### config.mk
export PLATFORM = sky130hd
export DESIGN_NAME = sram_ahb_arb2
export DESIGN_NICKNAME = d
export VERILOG_FILES = /design/src/rtl/sram_arb_pkg.sv /design/src/rtl/sram_arb_rr.sv /design/src/rtl/sram_ahb_arb2.sv
export SDC_FILE = /design/constraint.sdc
export NUM_CORES = 1
export LEC_CHECK = 0
export CAP_MARGIN = 0
export CORE_MARGIN = 1
export CORE_UTILIZATION = 44
export DETAILED_ROUTE_END_ITERATION = 10
export PLACE_DENSITY = 0.87
export SLEW_MARGIN = 20
export SYNTH_ARGS = -nofsm -noshare
export SYNTH_HDL_FRONTEND = slang
export SYNTH_HIERARCHICAL = 1
export SYNTH_SLANG_ARGS = --single-unit
### constraint.sdc
create_clock -name hclk -period 15.3 [get_ports hclk]
set_input_delay 3.825 -clock hclk [delete_from_list [all_inputs] [get_ports hclk]]
set_output_delay 3.825 -clock hclk [all_outputs]
set_load 0.03 [all_outputs]
### src/rtl/sram_arb_pkg.sv
`default_nettype none
// ============================================================================
//  Module      : sram_arb_pkg
//  Description : Shared definitions for the two-master AHB-lite SRAM arbiter:
//                FSM state encoding, AHB size codes, default timeout length.
//  Revision    : 1.0 - initial release
// ============================================================================
package sram_arb_pkg;

    typedef enum logic [1:0] {
        ST_IDLE = 2'd0,
        ST_ADDR = 2'd1,
        ST_DATA = 2'd2
    } state_t;

    localparam logic [2:0] HSIZE_BYTE = 3'b000;
    localparam logic [2:0] HSIZE_HALF = 3'b001;
    localparam logic [2:0] HSIZE_WORD = 3'b010;

    localparam int TIMEOUT_CYC_DEF = 256;

endpackage
`default_nettype wire

### src/rtl/sram_arb_rr.sv
`default_nettype none
// ============================================================================
//  Module      : sram_arb_rr
//  Description : Two-way round-robin picker. Purely combinational; the
//                last-granted register lives in the parent.
//                last_grant: 0 = M0 was granted last, 1 = M1.
//                grant is one-hot (bit 0 = M0, bit 1 = M1), zero if no request.
//  Revision    : 1.0 - initial release
// ============================================================================
module sram_arb_rr (
    input  logic [1:0] req,
    input  logic       last_grant,
    output logic [1:0] grant
);

    // A lone requester wins; on a tie the master not granted last wins.
    always_comb begin
        grant = req;
        if (req[0] && req[1]) begin
            grant = last_grant ? 2'b01 : 2'b10;
        end
    end

endmodule
`default_nettype wire

### src/rtl/sram_ahb_arb2.sv
`default_nettype none
// ============================================================================
//  Module      : sram_ahb_arb2
//  Description : Arbitrates two simple request/ack masters onto one AHB-lite
//                SRAM slave. One non-pipelined transfer at a time:
//                IDLE (arbitrate/latch) -> ADDR (hsel) -> DATA (wait hready),
//                registered one-cycle ack with read data and error flag.
//                Optional data-phase timeout enabled by macro
//                SRAM_ARB_TIMEOUT_EN (limit set by TIMEOUT_CYC).
//  Revision    : 1.0 - initial release
// ============================================================================
module sram_ahb_arb2
    import sram_arb_pkg::*;
#(
    parameter int TIMEOUT_CYC = TIMEOUT_CYC_DEF
) (
    input  logic        hclk,
    input  logic        hreset,
    input  logic        m0_req,
    input  logic [31:0] m0_addr,
    input  logic        m0_write,
    input  logic [2:0]  m0_size,
    input  logic [31:0] m0_wdata,
    input  logic        m1_req,
    input  logic [31:0] m1_addr,
    input  logic        m1_write,
    input  logic [2:0]  m1_size,
    input  logic [31:0] m1_wdata,
    output logic        m0_ack,
    output logic        m1_ack,
    output logic [31:0] m_rdata,
    output logic        m_err,
    output logic        hsel,
    output logic [31:0] haddr,
    output logic        hwrite,
    output logic [2:0]  hsize,
    output logic [31:0] hwdata,
    input  logic [31:0] hrdata,
    input  logic        hready,
    input  logic        hresp
);

    state_t      state;
    state_t      next_state;
    logic [1:0]  grant;
    logic        last_grant;
    logic        owner;
    logic [31:0] lat_addr;
    logic        lat_write;
    logic [2:0]  lat_size;
    logic [31:0] lat_wdata;
    logic        load;
    logic        done_ok;
    logic        tmo_hit;

    sram_arb_rr u_rr (
        .req        ({m1_req, m0_req}),
        .last_grant (last_grant),
        .grant      (grant)
    );

    assign load    = (state == ST_IDLE) && (|grant);
    assign done_ok = (state == ST_DATA) && hready;

`ifdef SRAM_ARB_TIMEOUT_EN
    localparam int CW = $clog2(TIMEOUT_CYC + 1);
    logic [CW-1:0] tmo_cnt;

    assign tmo_hit = (state == ST_DATA) && !hready && (tmo_cnt == CW'(TIMEOUT_CYC - 1));

    // Count data-phase wait cycles; restart on every entry into DATA.
    always_ff @(posedge hclk or posedge hreset) begin
        if (hreset) begin
            tmo_cnt <= '0;
        end else if (state == ST_ADDR) begin
            tmo_cnt <= '0;
        end else if ((state == ST_DATA) && !hready) begin
            tmo_cnt <= tmo_cnt + 1'b1;
        end
    end
`else
    logic unused_timeout;
    assign unused_timeout = (TIMEOUT_CYC != 0);
    assign tmo_hit        = 1'b0;
`endif

    // State register.
    always_ff @(posedge hclk or posedge hreset) begin
        if (hreset) begin
            state <= ST_IDLE;
        end else begin
            state <= next_state;
        end
    end

    // Next-state logic: one address cycle, then wait in DATA for hready.
    always_comb begin
        next_state = state;
        case (state)
            ST_IDLE: if (|grant)              next_state = ST_ADDR;
            ST_ADDR:                          next_state = ST_DATA;
            ST_DATA: if (hready || tmo_hit)   next_state = ST_IDLE;
            default:                          next_state = ST_IDLE;
        endcase
    end

    // Request latch, write-data drive and registered completion response.
    always_ff @(posedge hclk or posedge hreset) begin
        if (hreset) begin
            last_grant <= 1'b1;
            owner      <= 1'b0;
            lat_addr   <= '0;
            lat_write  <= 1'b0;
            lat_size   <= '0;
            lat_wdata  <= '0;
            hwdata     <= '0;
            m0_ack     <= 1'b0;
            m1_ack     <= 1'b0;
            m_rdata    <= '0;
            m_err      <= 1'b0;
        end else begin
            m0_ack  <= 1'b0;
            m1_ack  <= 1'b0;
            m_rdata <= '0;
            m_err   <= 1'b0;
            if (load) begin
                owner      <= grant[1];
                last_grant <= grant[1];
                lat_addr   <= grant[1] ? m1_addr  : m0_addr;
                lat_write  <= grant[1] ? m1_write : m0_write;
                lat_size   <= grant[1] ? m1_size  : m0_size;
                lat_wdata  <= grant[1] ? m1_wdata : m0_wdata;
            end
            if (state == ST_ADDR) begin
                hwdata <= lat_wdata;
            end
            if (done_ok) begin
                m0_ack  <= ~owner;
                m1_ack  <= owner;
                m_rdata <= hrdata;
                m_err   <= hresp;
            end else if (tmo_hit) begin
                m0_ack  <= ~owner;
                m1_ack  <= owner;
                m_err   <= 1'b1;
            end
        end
    end

    // Address-phase signals come straight from the latch, so they hold outside ADDR.
    assign hsel   = (state == ST_ADDR);
    assign haddr  = lat_addr;
    assign hwrite = lat_write;
    assign hsize  = lat_size;

endmodule
`default_nettype wire

# Word-level counts from Yosys, hierarchy flattened

Cells that the tools add are included.

Register bits after elaboration: 139
Output and inout bits: 104
Logic and storage cells: 36
Bits of input ports: 174

Muxes and demuxes: 13
Equal/unequal tests: 4
Bitwise operators: 1
Reductions and logical operators: 6

Operators with widths:

| cell                                                | number |
|---|---|
| 2-to-1 mux 32 bit                                   | 3 |
| 2-to-1 mux 2 bit                                    | 4 |
| one-hot mux 2 bit (3 select lines)                  | 1 |
| 2-to-1 mux 1 bit                                    | 4 |
| logical AND 1 bit                                   | 3 |
| 2-to-1 mux 3 bit                                    | 1 |
| equality test 2 x 1 -> 1 bit, second input constant | 1 |
| equality test 2 bit, second input constant          | 1 |
| logical NOT 2 bit                                   | 1 |
| != test 2 x 1 -> 1 bit, second input constant       | 1 |
| != test 2 bit, second input constant                | 1 |
| AND reduction 2 bit                                 | 1 |
| OR reduction 2 bit                                  | 1 |
| inverter 1 bit                                      | 1 |

# Longest topological paths before layout

Gate-level depths: netlist (run 1).

Word-level depth: 5
Gate-level depth with buffers: 7
Gate-level depth less buffers: 4

# Modules after synthesis

The synthesis (run 1) kept the hierarchy.

Modules (own cells, without submodules):

| module        | area an instance (µm²) | times used | sequential area each (µm²) | cells an instance |
|---|---|---|---|---|
| sram_ahb_arb2 | 5,828.1                | 1          | 3,479.6                    | 376 |
| sram_arb_rr   | 18.8                   | 1          | 0.0                        | 3 |

# Worst setup path before layout (run 1)

No wires, ideal clock.

Path kind: input-to-reg
Start point: in m1_req
End point: reg lat_addr[0], in the netlist haddr[0]
Data arrival time: 5.112 ns
Path slack: 10.064 ns
Cell stages on the path: 5
Buffers on the path: 2
Data required time: 15.175 ns
Setup time: 0.125 ns
Cell sequence: a21boi_0 > buf_6 > clkbuf_1 > mux2_2 > mux2_2

Longest elaborated chain between the ends: 4
Elaborated cells between the ends (all ways): 5
Those cells by class: 2 x mux; 3 x reduce/logical

Ends and longest elaborated chain:

| item                   | RTL line             | RTL |
|---|---|---|
| start: declaration     | sram_ahb_arb2.sv:24  | `input logic m1_req,` |
| logical AND 1 bit      | sram_arb_rr.sv:19    | `if (req[0] && req[1]) begin` |
| 2-to-1 mux 2 bit *     | sram_arb_rr.sv:19    |  |
| OR reduction 2 bit     | sram_ahb_arb2.sv:62  | `assign load = (state == ST_IDLE) && (\|grant);` |
| logical AND 1 bit      | sram_ahb_arb2.sv:62  |  |
| end signal: assignment | sram_ahb_arb2.sv:129 | `lat_addr <= grant[1] ? m1_addr : m0_addr;` |
| end: declaration       | sram_ahb_arb2.sv:48  | `logic [31:0] lat_addr;` |

Mark *: on every way between the ends. The rest lies on a longest branch, timed or not.
A chain may end at the register's enable or synchronous reset.

# Worst setup path after layout (run 1)

Start point: in m1_req
End point: reg lat_addr[30], in the netlist haddr[30]

Longest elaborated chain between the ends: 4
Elaborated cells between the ends (all ways): 5
Those cells by class: 2 x mux; 3 x reduce/logical

Ends and longest elaborated chain:

| item               | RTL line            | RTL |
|---|---|---|
| logical AND 1 bit  | sram_arb_rr.sv:19   |  |
| 2-to-1 mux 2 bit * | sram_arb_rr.sv:19   |  |
| via grant[1]       | sram_ahb_arb2.sv:45 | `logic [1:0] grant;` |
| OR reduction 2 bit | sram_ahb_arb2.sv:62 |  |
| logical AND 1 bit  | sram_ahb_arb2.sv:62 |  |

The timed path passes the listed nets; every way through them passes the cells marked *.

==> reports/metrics.cfg, run 1 <==
[run_status]
status=completed

[setup_path]
r2r_cells=4
arrival_ns=6.54
start_kind=input port
crit_required_ns=15.59
r2r-start=last_grant
crit_path_max_fanout=71
crit_type=in2reg
critPathCaptureType=flip-flop
r2r_end=haddr[30]
r2r_slack_ns=12.57

[cts]
clk-insertion-delay-late_ns=0.41
cts_hold_buf=0
clock_path_buffers=2
clock-sinks=139
postCtsSetupBuffers=0
cts_tree=done
root_buffer=clkbuf_16
cts-buffers-inserted=17
cts_resized=0
htree_levels=4
clk_pin_slew_ns=0.06

[sta]
period_share=0.409
hold_slack_ns=0.473
hold_violations=0
fin_skew_ns=0.00833
rsz0062_at_grt=no
setup_viol=0
slew_headroom=0.328
fmax_mhz=160
tightest_slew_ns=1.01
drv_slew=0
finalCriticalPeriod_ns=6.25
tns_ns=0

[placement]
io_buffers=277
hpwl_mm=10.5
gp_congestion=0.840

[min_path]
min_path_cells=1
min_from=owner
hold_end=m0_ack
hold_class=reg2reg

[layout]
diodes=0
fillers=803
syn_to_final_growth_pct=59.7
drive_above_1_share=0.312
mostFrequentLayoutCells=277 x clkdlybuf4s50_1, 159 x mux2_2, 138 x dfrtp_1, 34 x and2_1, 17 x clkbuf_16
fin_nets=828
final_common_cell=clkdlybuf4s50_1
multi_input_area_um2=2250
ff_latch_area_um2=3480

[floorplanning]
row_count=41
start_util=0.458
die_y_um=117
dieArea_um2=13800
io_pins=278
die_w_um=117
coreArea_um2=12800

[routing]
drt_iter0_markers=177
totalWireLength_mm=14.7
num_vias=4053
ant_nets=0
first_pass_iters=4
drc=0
vias_per_cell=4.83
routedWlPerCell_um=17.6

[yosys]
synth_area_per_cell_um2=15.4
synthCells=379
ys_seq_area_frac=0.595
ys_ff_latch=139
synth_area_um2=5850
yosysUniqueCellTypes=21
yosysWarnings=6
syn-num-nets=553

[flow_run]
max_cap_violations=0

[global_routing]
grt_pass1_wl_mm=22.1
grt-ovfl-total=0
grt_util_all_layers=0.221
antenna_found_initial=0
grt_max_degree=72
first_global_vias=4353

[power]
power_uw=1860
leakage_uw=0.00390
ir_drop_mv=0.137
pwr_density_cell_nw_per_um2=200

[worst max-delay path by stage]
stage                 from       endpoint
finish              m1_req      haddr[30]
CTS                 m1_req      haddr[14]
global placement    m1_req  lat_wdata[29]
floorplan           hreset       haddr[0]
global route        m1_req      haddr[14]
detailed placement  m1_req      haddr[14]
[worst max-delay path, stage by stage]
cell	delay, ns
clkdlybuf4s50_1	0.47
a21boi_4	0.17
buf_4	0.70
o21a_4	0.92
mux2_2	0.42
[layer usage]
| metal | vias to the layer above | global-route usage | routed length (um) |
|---|---|---|---|
| met5 | - | 0 | 0 |
| met4 | 0 | 0.0827 | 287 |
| met3 | 20 | 0.0922 | 1360 |
| met2 | 178 | 0.397 | 7690 |
| met1 | 1983 | 0.229 | 5400 |
| li1 | 1872 | - | - |
[cell type report]
cell class	count	area share
well taps	172	0.0230
clock inverters	11	0.0127
flip-flops and latches	139	0.373
multi-input cells	214	0.241
clock buffers	21	0.0504
inverters	2	0.00134
repair buffers	280	0.299
[Yosys cell counts]
library cell | number | area [um2]
clkbuf_1 | 10 | 37.5
buf_8 | 1 | 15.0
inv_1 | 2 | 7.51
buf_4 | 1 | 7.51
nand2_1 | 1 | 3.75
mux2_2 | 159 | 1790
mux2_4 | 9 | 135
and3b_1 | 1 | 8.76
dfrtp_1 | 138 | 3450
and2_1 | 34 | 213
buf_6 | 3 | 33.8
nor3b_1 | 1 | 7.51
dfstp_2 | 1 | 26.3
nor2_1 | 1 | 3.75
buf_2 | 9 | 45.0
a21boi_0 | 1 | 7.51
or2_2 | 1 | 6.26
a22o_1 | 2 | 17.5
nor2b_1 | 2 | 12.5
o21a_1 | 1 | 7.51
a21boi_1 | 1 | 7.51
[power breakdown]
part / switching, uW / internal, uW
clock: 152 / 252
combinational: 416 / 435
sequential: 83.0 / 526
[per-stage QoR]
stage	util	cells	instance area (um2)	worst slack (ns)
2_1_floorplan	-	379	5850	7.75
3_5_place_dp	0.685	807	8750	8.56
5_1_grt	0.731	839	9340	8.87
6_report	0.731	839	9340	9.05
4_1_cts	0.731	839	9340	9.01
3_3_place_gp	0.685	807	8750	8.66
[logic make-up (layout without fill, tap and decap cells)]
logic type      after synthesis  in the layout  synth area share
compound gates                5              5           0.00685
buf+inv                      26            314            0.0250
flops                       139            139             0.595
mux                         168            168             0.329
simple gates                 41             41            0.0437
[registers in the layout, indices dropped and copies added (netlist names)]
name / cells
m0_ack: 1
m1_ack: 1
state: 2
lat_wdata: 32
last_grant: 1
m_err: 1
haddr: 32
hsize: 3
hwrite: 1
hwdata: 32
owner: 1
m_rdata: 32
(Power assumes the default switching activity.)
==> run 2: changes to the inputs <==
--- a/config.mk
+++ b/config.mk
@@ -7,9 +7,9 @@
 export LEC_CHECK = 0
 export CAP_MARGIN = 0
 export CORE_MARGIN = 1
-export CORE_UTILIZATION = 44
+export CORE_UTILIZATION = 37
 export DETAILED_ROUTE_END_ITERATION = 10
-export PLACE_DENSITY = 0.87
+export PLACE_DENSITY = 0.79
 export SLEW_MARGIN = 20
 export SYNTH_ARGS = -nofsm -noshare
 export SYNTH_HDL_FRONTEND = slang
==> constraint.sdc (replaced) <==
create_clock -name hclk -period 5 [get_ports hclk]
set_input_delay 1.25 -clock hclk [delete_from_list [all_inputs] [get_ports hclk]]
set_output_delay 1.25 -clock hclk [all_outputs]
set_load 0.03 [all_outputs]
==> reports/metrics.cfg, run 2 (synthesis gave the netlist of run 1 again) <==
[placement]
dp_cells=847  ; +5.0%
hpwl_mm=10.1  ; -3.4%
io_buffers=277  ; unchanged
gp_congestion=0.818  ; -2.6%

[layout]
mostFrequentLayoutCells=277 x clkdlybuf4s50_1, 159 x mux2_2, 138 x dfrtp_1, 34 x and2_1, 17 x clkbuf_16
fin_nets=829  ; +0.12%
drive_above_1_share=0.308  ; -0.00404
syn_to_final_growth_pct=60.3
fillers=1212  ; +51%
final_common_cell=clkdlybuf4s50_1
diodes=0  ; unchanged
layoutNonFillerInstCount=877  ; +4.5%

[power]
ir_drop_mv=0.526  ; +280%
pwr_density_cell_nw_per_um2=603  ; +200%
leakage_uw=0.00390  ; about the same

[setup_path]
critPathCaptureType=flip-flop
r2r-start=last_grant
start_kind=input port
r2r_cells=4  ; unchanged
crit_required_ns=5.29  ; -10.30 ns
r2r_slack_ns=2.72  ; -9.85 ns
crit_type=in2reg
arrival_ns=3.41  ; -3.13 ns
crit_path_max_fanout=70  ; -1.4%
r2r_end=lat_wdata[7]

[sta]
fmax_mhz=320
tightest_slew_ns=1.06  ; +0.0517 ns
slew_headroom=0.294  ; -0.0345
period_share=0.624
drv_slew=0  ; unchanged
setup_viol=0  ; unchanged
rsz0062_at_grt=no
tns_ns=0  ; unchanged
fin_skew_ns=0.00790  ; -0.000436 ns
finalCriticalPeriod_ns=3.12
hold_violations=0  ; unchanged

[floorplanning]
coreArea_um2=15300  ; +20%
io_pins=278  ; unchanged
dieArea_um2=16300  ; +19%
die_w_um=128  ; +8.9%
die_y_um=128  ; +8.9%
row_count=45  ; +9.8%
start_util=0.382  ; -0.0760

[routing]
drc=0  ; unchanged
num_vias=4005  ; -1.2%
totalWireLength_mm=14.1  ; -4.3%
vias_per_cell=4.57  ; -5.5%
drt_iter0_markers=76  ; -57%
first_pass_iters=4  ; unchanged
routedWlPerCell_um=16.1  ; -8.4%
ant_nets=0  ; unchanged

[cts]
cts_resized=0  ; unchanged
clock-sinks=139  ; unchanged
clk_pin_slew_ns=0.06  ; about the same
cts-buffers-inserted=17  ; unchanged
postCtsSetupBuffers=0  ; unchanged
clk-insertion-delay-late_ns=0.41  ; about the same
cts_hold_buf=0  ; unchanged
htree_levels=4  ; unchanged
root_buffer=clkbuf_16
clock_path_buffers=2  ; unchanged
cts_tree=done

[run_status]
status=completed

[global_routing]
grt_pass1_wl_mm=22.3  ; +0.50%
grt_util_all_layers=0.179  ; -0.0421
grt-ovfl-total=0  ; unchanged
antenna_found_initial=0  ; unchanged
grt_max_degree=105  ; +46%
first_global_vias=4421  ; +1.6%

[min_path]
min_from=owner
hold_class=reg2reg
min_path_cells=1  ; unchanged
hold_end=m0_ack

[flow_run]
max_cap_violations=0  ; unchanged

[run 2: changes by cell type in the layout (fill, tap and decap cells not counted), sizes merged]
cell,previous run,this run
buf,3,4
clkbuf,21,23
clkinv,5,4
clkinvlp,4,1
[run 2: critical path, stage by stage]
cell and delay [ns]:
clkdlybuf4s50_1 0.52, a21boi_4 0.20, buf_4 0.69, mux2_2 0.43, mux2_2 0.27
[run 2: stage by stage]
stage / util / worst slack (ns) / cell area [um2] / hold slack [ns] / power [uW]
2_1_floorplan: - / 0.0271 / 5850 / 0.417 / 3480
3_3_place_gp: 0.575 / 1.48 / 8810 / 0.456 / 4410
3_5_place_dp: 0.575 / 1.43 / 8810 / 0.462 / 4490
4_1_cts: 0.612 / 1.87 / 9380 / 0.476 / 5720
5_1_grt: 0.612 / 1.80 / 9380 / 0.476 / 5930
6_report: 0.612 / 1.88 / 9380 / 0.474 / 5650
[run 2: how the worst max path moves through the flow]
stage	endpoint	cells after the start	slack, ns	startpoint
final	haddr[0]	5	1.88	m1_req
after global routing	hsize[1]	5	1.80	m1_req
after CTS	hsize[1]	5	1.87	m1_req
after detailed placement	haddr[0]	5	1.43	m1_req
after global placement	lat_wdata[25]	5	1.48	m1_req
after floorplan	haddr[0]	1	0.03	hreset
[run 2: metal layers]
layer / wire [um] / GRT usage / vias up
li1: - / - / 1861
met1: 5360 / 0.192 / 1965
met2: 7390 / 0.321 / 163
met3: 1130 / 0.0643 / 16
met4: 226 / 0.0671 / 0
met5: 0 / 0 / -
[run 2: where the power goes]
| group | total (uW) | switching (uW) | leakage, uW | internal, uW |
|---|---|---|---|---|
| clock | 1210 | 441 | 0.000279 | 766 |
| sequential | 1860 | 246 | 0.00170 | 1610 |
| combinational | 2590 | 1260 | 0.00192 | 1330 |
| total | 5650 | 1950 | 0.00390 | 3710 |
[run 2: layout make-up]
type / count / area, um2 / share of cell area
multi-input combinational: 214 / 2250 / 0.240
sequential: 139 / 3480 / 0.371
clock inverter: 7 / 91.3 / 0.00974
inverter: 2 / 12.5 / 0.00133
tap: 211 / 264 / 0.0282
timing repair buffer: 281 / 2800 / 0.299
clock buffer: 23 / 478 / 0.0510
==> run 3: changes to the inputs <==
--- a/config.mk
+++ b/config.mk
@@ -7,9 +7,9 @@
 export LEC_CHECK = 0
 export CAP_MARGIN = 0
 export CORE_MARGIN = 1
-export CORE_UTILIZATION = 37
+export CORE_UTILIZATION = 41
 export DETAILED_ROUTE_END_ITERATION = 10
-export PLACE_DENSITY = 0.79
+export PLACE_DENSITY = 0.82
 export SLEW_MARGIN = 20
 export SYNTH_ARGS = -nofsm -noshare
 export SYNTH_HDL_FRONTEND = slang
==> constraint.sdc (replaced) <==
create_clock -name hclk -period 3.2 [get_ports hclk]
set_input_delay 0.8 -clock hclk [delete_from_list [all_inputs] [get_ports hclk]]
set_output_delay 0.8 -clock hclk [all_outputs]
set_load 0.03 [all_outputs]
==> reports/metrics.cfg, run 3 (synthesis gave the netlist of run 1 again) <==
[global_routing]
grt_pass1_wl_mm=22.9  ; +2.8%
first_global_vias=4463  ; +0.95%
grt-ovfl-total=0  ; unchanged
antenna_found_initial=0  ; unchanged
grt_max_degree=140  ; +33%
grt_util_all_layers=0.205  ; +0.0269

[min_path]
hold_class=reg2reg
min_path_cells=1  ; unchanged

[setup_path]
crit_path_max_fanout=4  ; -94%
start_kind=flip-flop
worst-path-buf-inv=1  ; -1
arrival_ns=1.67  ; -1.74 ns
r2r_cells=5  ; +1
crit_type=reg2out
crit_chain=nor2b_4, clkdlybuf4s50_1
max_stage_delay_ns=0.72  ; +0.03 ns
crit_required_ns=2.40  ; -2.89 ns
critPathCaptureType=output pin
crit_cells=2  ; -3
cpLargestDelayFamily=buffers and inverters
slowest_stage=clkdlybuf4s50_1

[sta]
finalCriticalPeriod_ns=2.47
period_share=0.773
hold_violations=0  ; unchanged
tightest_slew_ns=0.734  ; -0.326 ns
tns_ns=0  ; unchanged
drv_slew=0  ; unchanged
rsz0062_at_grt=no
slew_headroom=0.511  ; +0.217
fmax_mhz=404
setup_viol=0  ; unchanged
fin_skew_ns=0.00414  ; -0.00376 ns

[layout]
fillers=974  ; -20%
mostFrequentLayoutCells=277 x clkdlybuf4s50_1, 159 x mux2_2, 138 x dfrtp_1, 34 x and2_1, 17 x clkbuf_16
final_common_cell=clkdlybuf4s50_1
drive_above_1_share=0.311  ; +0.00367
diodes=0  ; unchanged
fin_nets=832  ; +0.36%
syn_to_final_growth_pct=62.3
layoutNonFillerInstCount=851  ; -3.0%

[routing]
totalWireLength_mm=14.4  ; +1.9%
num_vias=4044  ; +0.97%
drc=0  ; unchanged
ant_nets=0  ; unchanged
routedWlPerCell_um=16.9  ; +5.0%
first_pass_iters=4  ; unchanged
drt_iter0_markers=162  ; +110%
vias_per_cell=4.75  ; +4.1%

[placement]
gp_congestion=0.746  ; -8.8%
dp_cells=819  ; -3.3%
hpwl_mm=10.3  ; +1.3%
io_buffers=277  ; unchanged

[floorplanning]
die_y_um=121  ; -4.9%
die_w_um=121  ; -4.9%
io_pins=278  ; unchanged
dieArea_um2=14700  ; -9.6%
start_util=0.421  ; +0.0394
coreArea_um2=13900  ; -9.4%
row_count=43  ; -4.4%

[cts]
clock-sinks=139  ; unchanged
clk-insertion-delay-late_ns=0.40  ; about the same
clock_path_buffers=2  ; unchanged
cts_hold_buf=0  ; unchanged
cts_tree=done
root_buffer=clkbuf_16
htree_levels=4  ; unchanged
postCtsSetupBuffers=0  ; unchanged
clk_pin_slew_ns=0.05  ; about the same
cts-buffers-inserted=17  ; unchanged
cts_resized=0  ; unchanged

[power]
leakage_uw=0.00397  ; +1.8%
ir_drop_mv=0.565  ; +7.4%
pwr_density_cell_nw_per_um2=968  ; +60%

[run_status]
status=completed

[flow_run]
max_cap_violations=0  ; unchanged

-- run 3: cell types whose count changed in the layout (fill, tap and decap cells not counted), sizes merged --
cell    delta
inv        -1
bufinv     +3
clkinv     -3
buf        +3
clkbuf     +3
-- run 3: path summary, 6_finish.rpt --
check | start | endpoint | slack, ns
setup reg to reg | last_grant | haddr[11] | 1.29
max in group asynchronous | hreset | hwdata[30] | 1.68
hold / removal | owner | m0_ack | 0.48
min in group asynchronous | hreset | lat_wdata[13] | 0.98
setup / recovery | state[1] | hsel | 0.73
hold reg to reg | owner | m0_ack | 0.48
-- run 3: metal layers --
metal,up-vias,part of all wire,wire length [um],GRT usage
li1,1873,-,-,-
met1,1973,0.38,5450,0.224
met2,179,0.52,7400,0.355
met3,19,0.087,1260,0.0785
met4,0,0.018,260,0.0841
met5,-,0,0,0
-- run 3: power breakdown --
part	leakage (uW)	internal [uW]	switching (uW)	total (uW)
registers	0.00170	2510	379	2890
logic	0.00194	2120	1990	4110
clock network	0.000325	1490	685	2170
-- run 3: per-stage QoR --
step / worst slack, ns / power [uW] / util / cell area (um2) / hold slack, ns
floorplan: 0.666 / 5430 / - / 5850 / 0.417
global placement: 0.476 / 6960 / 0.636 / 8830 / 0.452
detailed placement: 0.431 / 7080 / 0.636 / 8830 / 0.451
CTS: 0.704 / 9290 / 0.684 / 9490 / 0.483
global route: 0.660 / 9630 / 0.684 / 9490 / 0.504
finish: 0.727 / 9180 / 0.684 / 9490 / 0.480
-- run 3: final cells by class --
cell class	count	area, um2	area share
flip-flops and latches	139	3480	0.367
multi-input cells	214	2250	0.237
inverters	2	11.3	0.00119
clock buffers	26	509	0.0537
clock inverters	6	155	0.0163
repair buffers	284	2860	0.302
well taps	180	225	0.0237
-- run 3: worst reg2reg max path, cell delays in order (launching register included) --
cell and delay (ns):
dfstp_2 0.57, inv_1 0.05, a21boi_1 0.21, o21a_4 0.33
buf_12 0.26, mux2_2 0.38
